<file path="src/rtl/apb_slave_regbank_if.sv">
// apb_slave_regbank_if: APB bus bundle between a requester and the register bank
interface apb_slave_regbank_if #(
    parameter int ADDR_WIDTH = 8,
    parameter int DATA_WIDTH = 32
);
    logic                    psel;
    logic                    penable;
    logic                    pwrite;
    logic [ADDR_WIDTH-1:0]   paddr;
    logic [DATA_WIDTH-1:0]   pwdata;
    logic [DATA_WIDTH/8-1:0] pstrb;
    logic [DATA_WIDTH-1:0]   prdata;
    logic                    pready;
    logic                    pslverr;
    modport master (output psel, penable, pwrite, paddr, pwdata, pstrb, input prdata, pready, pslverr);
    modport slave  (input psel, penable, pwrite, paddr, pwdata, pstrb, output prdata, pready, pslverr);
endinterface

</file>
<file path="src/rtl/apb_slave_regbank.sv">
// apb_slave_regbank: APB completer with fixed wait states, byte-strobed register file and error decode
module apb_slave_regbank #(
    parameter int                   ADDR_WIDTH  = 8,
    parameter int                   DATA_WIDTH  = 32,
    parameter int                   NUM_REGS    = 16,
    parameter int                   WAIT_STATES = 1,
    parameter logic [DATA_WIDTH-1:0] ID_VALUE   = 32'hA5B0_0001
) (
    input logic                clk,
    input logic                rst_n,
    apb_slave_regbank_if.slave bus
);
    localparam int NB = DATA_WIDTH / 8;
    localparam int IW = $clog2(NUM_REGS);
    localparam logic [3:0] WS = 4'(WAIT_STATES);
    typedef enum logic {IDLE, ACCESS} state_t;
    state_t                state_q, state_d;
    logic [3:0]            cnt_q, cnt_d;
    logic [ADDR_WIDTH-1:0] addr_q, addr_d;
    logic                  write_q, write_d;
    logic [DATA_WIDTH-1:0] wdata_q, wdata_d;
    logic [NB-1:0]         strb_q, strb_d;
    logic [DATA_WIDTH-1:0] regs_q [NUM_REGS];
    logic [DATA_WIDTH-1:0] regs_d [NUM_REGS];
    logic [ADDR_WIDTH-3:0] idx;
    logic [IW-1:0]         ridx;
    logic                  err, ready, setup;
    // Decode works only on latched fields so outputs never see the live bus
    assign idx   = addr_q[ADDR_WIDTH-1:2];
    assign ridx  = idx[IW-1:0];
    assign err   = (addr_q[1:0] != 2'b00) || (32'(idx) >= NUM_REGS) || (write_q && idx == '0);
    assign ready = (state_q == ACCESS) && (cnt_q == '0);
    assign setup = bus.psel && !bus.penable;
    assign bus.pready  = ready;
    assign bus.pslverr = ready && err;
    assign bus.prdata  = (ready && !write_q && !err) ? ((ridx == '0) ? ID_VALUE : regs_q[ridx]) : '0;
    always_comb begin
        state_d = state_q;
        cnt_d   = cnt_q;
        addr_d  = addr_q;
        write_d = write_q;
        wdata_d = wdata_q;
        strb_d  = strb_q;
        regs_d  = regs_q;
        if (setup) begin
            addr_d  = bus.paddr;
            write_d = bus.pwrite;
            wdata_d = bus.pwdata;
            strb_d  = bus.pstrb;
            cnt_d   = WS;
            state_d = ACCESS;
        end else if (state_q == ACCESS) begin
            if (!bus.psel) begin
                state_d = IDLE;
                cnt_d   = '0;
            end else if (cnt_q != '0) begin
                cnt_d = cnt_q - 4'd1;
            end else begin
                state_d = IDLE;
                if (write_q && !err)
                    for (int b = 0; b < NB; b++)
                        if (strb_q[b]) regs_d[ridx][8*b +: 8] = wdata_q[8*b +: 8];
            end
        end
    end
    always_ff @(posedge clk or negedge rst_n) begin
        if (!rst_n) begin
            state_q <= IDLE;
            cnt_q   <= '0;
            addr_q  <= '0;
            write_q <= 1'b0;
            wdata_q <= '0;
            strb_q  <= '0;
            for (int r = 0; r < NUM_REGS; r++) regs_q[r] <= '0;
        end else begin
            state_q <= state_d;
            cnt_q   <= cnt_d;
            addr_q  <= addr_d;
            write_q <= write_d;
            wdata_q <= wdata_d;
            strb_q  <= strb_d;
            regs_q  <= regs_d;
        end
    end
endmodule

</file>
<file path="src/flat_wrapper.sv">
// flat-port wrapper written by rule: the top's interface ports become plain ports
module apb_slave_regbank_flat 
#(
    parameter int                   ADDR_WIDTH  = 8,
    parameter int                   DATA_WIDTH  = 32,
    parameter int                   NUM_REGS    = 16,
    parameter int                   WAIT_STATES = 1,
    parameter logic [DATA_WIDTH-1:0] ID_VALUE   = 32'hA5B0_0001
)
  (clk, rst_n, bus_psel, bus_penable, bus_pwrite, bus_paddr, bus_pwdata, bus_pstrb, bus_prdata, bus_pready, bus_pslverr);
  apb_slave_regbank_if #(.ADDR_WIDTH(ADDR_WIDTH), .DATA_WIDTH(DATA_WIDTH)) bus_i ();
  input logic clk;
  input logic rst_n;
  input wire logic [$bits(bus_i.psel)-1:0] bus_psel;
  input wire logic [$bits(bus_i.penable)-1:0] bus_penable;
  input wire logic [$bits(bus_i.pwrite)-1:0] bus_pwrite;
  input wire logic [$bits(bus_i.paddr)-1:0] bus_paddr;
  input wire logic [$bits(bus_i.pwdata)-1:0] bus_pwdata;
  input wire logic [$bits(bus_i.pstrb)-1:0] bus_pstrb;
  output wire logic [$bits(bus_i.prdata)-1:0] bus_prdata;
  output wire logic [$bits(bus_i.pready)-1:0] bus_pready;
  output wire logic [$bits(bus_i.pslverr)-1:0] bus_pslverr;
  assign bus_i.psel = bus_psel;
  assign bus_i.penable = bus_penable;
  assign bus_i.pwrite = bus_pwrite;
  assign bus_i.paddr = bus_paddr;
  assign bus_i.pwdata = bus_pwdata;
  assign bus_i.pstrb = bus_pstrb;
  assign bus_prdata = bus_i.prdata;
  assign bus_pready = bus_i.pready;
  assign bus_pslverr = bus_i.pslverr;
  apb_slave_regbank #(.ADDR_WIDTH(ADDR_WIDTH), .DATA_WIDTH(DATA_WIDTH), .NUM_REGS(NUM_REGS), .WAIT_STATES(WAIT_STATES), .ID_VALUE(ID_VALUE)) u_core (.clk(clk), .rst_n(rst_n), .bus(bus_i));
endmodule
</file>
<file path="config.mk">
export PLATFORM = sky130hd
export DESIGN_NAME = apb_slave_regbank_flat
export DESIGN_NICKNAME = d
export VERILOG_FILES = /design/src/rtl/apb_slave_regbank_if.sv /design/src/rtl/apb_slave_regbank.sv /design/src/flat_wrapper.sv
export SDC_FILE = /design/constraint.sdc
export NUM_CORES = 1
export LEC_CHECK = 0
export CAP_MARGIN = 20
export CORE_AREA = 2 2 177 265
export DETAILED_ROUTE_END_ITERATION = 8
export DIE_AREA = 0 0 179 267
export DONT_BUFFER_PORTS = 1
export PLACE_DENSITY_LB_ADDON = 0.12
export RECOVER_POWER = 100
export SLEW_MARGIN = 20
export SYNTH_ARGS = -nofsm -noshare
export SYNTH_HDL_FRONTEND = slang
export SYNTH_SLANG_ARGS = --single-unit
export TNS_END_PERCENT = 20
</file>
<file path="constraint.sdc">
create_clock -name clk -period 2.6 [get_ports clk]
set_clock_uncertainty 0.05 [all_clocks]
set_input_delay 0.26 -clock clk [delete_from_list [all_inputs] [get_ports clk]]
set_output_delay 0.26 -clock clk [all_outputs]
set_load 0.02 [all_outputs]
</file>
==> impl_metrics.ini <==
[cts]
cts_buffers = 53
htreeDepth = 2
clkLatencyLatePin_ps = 580
cts_tree = built
root_buffer = clkbuf_16
numClockSinks = 554
path_clk_slew_ps = 60
clk_path_buf_depth = 3
hold_buffers = 48

[floorplan]
chipHeight_um = 267
core_area_um2 = 45500
core.rowCount = 96
ios = 83
die_w_um = 179
start_util_pct = 54.4
dieArea_um2 = 47800

[synthesis]
synth_top_cells_by_area = dfrtp_1 56%, mux2_2 23%, mux4_2 11%
yosys.cell_types.count = 43
syn_area_um2 = 24800
synthCells = 1574
synth_area_per_cell_um2 = 15.7
yosysWarningCount = 0
yosysTopAreaCellShare_pct = 56.0
synth_nets = 1624
ys_ff_latch = 554
yosys.area.top_type = dfrtp_1
ys_seq_area_share_pct = 56.0

[power]
sw_frac_of_total_pct = 23.7
vdd_drop_max_mv = 0.584
leakage_uw = 0.0138
p_comb_share_pct = 8.4
p_per_area_nw_per_um2 = 628
seqPwrFrac_pct = 49.3
p_int_uw = 14200
clockPowerShare_pct = 42.3
p_total_uw = 18600
switchingPower_uw = 4400

[routing]
met2_length_um = 28200
top_layer = met5
wl_per_cell_um = 24.7
dr.pass1.iters = 5
wl_met3_um = 2290
wl_met1_um = 25000
drt-initial-drc-count = 877
vias = 14100
route.detailed.drc = 0
wirelength_um = 57300
postRouteAntennaNets = 0
viasPerCell = 6.07

[worst_setup_path]
cp-start-kind = flop
crit_fanout = 7
rrSetupSlack_ps = 90
critPathCaptureType = primary output
r2r_cells = 9
required_ps = 2290
worst-setup-path-type = flop to primary output
arrival_ps = 2640

[placed_design]
dp_hpwl_um = 33400
dpl_cell_area_um2 = 26000
io_buffers = 0
post-place-ws_ps = 29.0
gp_congestion = 0.775

[sta]
drv_slew = 159
max_freq_mhz = 339
fin_crit_sh_pct = 114
rsz0062_at_grt = yes
holdWs_ps = -669
timing.final.ws_setup_ps = -353
worst_pin_slew_ps = 2020
slew_headroom_pct = -34.9
min_period_ps = 2950
hold_viol = 554
setup_violations = 32

[global_route]
grt_pass1_wl_um = 87900
grt_overflow = 0
grt_pass1_vias = 14900
antenna_found_initial = 6
grt_use_total_pct = 24.5
grt_max_degree = 555

[flow_run]
maxCapViolations = 1

[final_layout]
layout_common_cells = 551 x dfrtp_1, 504 x mux2_2, 120 x mux4_2
nNetsFinal = 1738
stdcell_area_um2 = 29500
drive_gt1_share_pct = 55.5
fillers = 3252
mostFrequentLayoutCell = dfrtp_1
syn_to_final_growth_pct = 19.3
final_core_util_pct = 64.9

[worst_hold_path]
hp-class = primary input to async pin

[status]
violations = negative hold slack, max-capacitance violations, max-slew violations, negative setup slack
status = finished with violations
through the flow:
step | instances | setup TNS (ps)
2_1_floorplan | 1574 | 0
3_3_place_gp | 2144 | 0
3_5_place_dp | 2144 | 0
4_1_cts | 2306 | -7840
5_1_grt | 2319 | -11880
6_report | 2319 | -8920
power by group through the flow:
stage	clock network, uW	logic (uW)	registers [uW]
global placement	0	1190	9320
detailed placement	0	1200	9330
finish	7860	1550	9160
CTS	8050	1430	9150
global route	8390	1650	9200
floorplan	0	1040	9020
logic make-up after synthesis:
kind of cell,count (synthesis),share of synthesized area (%)
compound gates,63,1.61
fa+ha+maj,1,0.0505
buf+inv,123,1.96
flops,554,56.0
mux,708,37.3
simple gates,125,3.09
flip-flops by register name (all words and copies together), names as in the netlist:
name and cells:
u_core.strb_q 4, u_core.addr_q 8, u_core.write_q 1, u_core.regs_q 504, u_core.state_q 1, u_core.wdata_q 32, u_core.cnt_q 4
timing repair:
action / 4_1_cts / 5_1_grt
resized for setup: 100 / 90
pin swaps: 7 / 28
setup buffers: 13 / 9
endpoints found under the hold margin: 604 / 554
gates cloned: 5 / 4
endpoints found under the setup margin: 32 / 229
Yosys cell counts, drive strengths merged:
| cell type | number |
|---|---|
| a211oi | 8 |
| a21boi | 1 |
| a21oi | 12 |
| a22o | 1 |
| a2bb2oi | 1 |
| a311o | 1 |
| a311oi | 1 |
| and2 | 1 |
| and3 | 2 |
| buf | 40 |
| clkbuf | 77 |
| dfrtp | 554 |
| ha | 1 |
| inv | 6 |
| mux2 | 524 |
| mux2i | 64 |
| mux4 | 120 |
| nand2 | 54 |
| nand2b | 3 |
| nand3 | 1 |
| nand3b | 2 |
| nand4 | 8 |
| nand4b | 1 |
| nand4bb | 1 |
| nor2 | 19 |
| nor2b | 3 |
| nor3 | 12 |
| nor3b | 11 |
| nor4 | 4 |
| o211ai | 1 |
| o21ai | 4 |
| o22ai | 33 |
| or2 | 1 |
| or4 | 1 |
| or4b | 1 |
per-layer routing:
| metal | vias up | global-route usage [%] |
|---|---|---|
| li1 | 6098 | - |
| met1 | 7582 | 34.1 |
| met2 | 286 | 39.5 |
| met3 | 100 | 3.65 |
| met4 | 4 | 8.39 |
| met5 | - | 0 |
critical path: stages, from the launching register on:
cell and delay [ps]:
dfrtp_1 420, inv_2 80, ha_4 140, nand4bb_1 160, buf_6 170, nor3_4 220
o211ai_1 150, buf_4 200, buf_12 160, o22ai_4 190, buf_6 150
final timing paths:
path,startpoint,endpoint
worst min register to register,u_core.regs_q[510],u_core.regs_q[510]
worst min-delay path,rst_n,u_core.regs_q[53]
max in group asynchronous,rst_n,u_core.regs_q[409]
worst max register to register,u_core.cnt_q[0],u_core.regs_q[289]
min in group clk,bus_pstrb[0],u_core.strb_q[0]
worst max-delay path,u_core.cnt_q[0],bus_prdata[15]
final cells by class:
class                   count  area [um^2]  share of cell area, %
flip-flops and latches    554        13900                   47.0
well taps                 588          736                   2.49
clock inverters            11          165                  0.559
repair buffers            176         1970                   6.66
inverters                   6         22.5                 0.0762
clock buffers              85         1610                   5.45
multi-input cells         897        11200                   37.8
diodes                      2         5.00                 0.0169
Note: power is estimated with default switching activity, not from simulation.
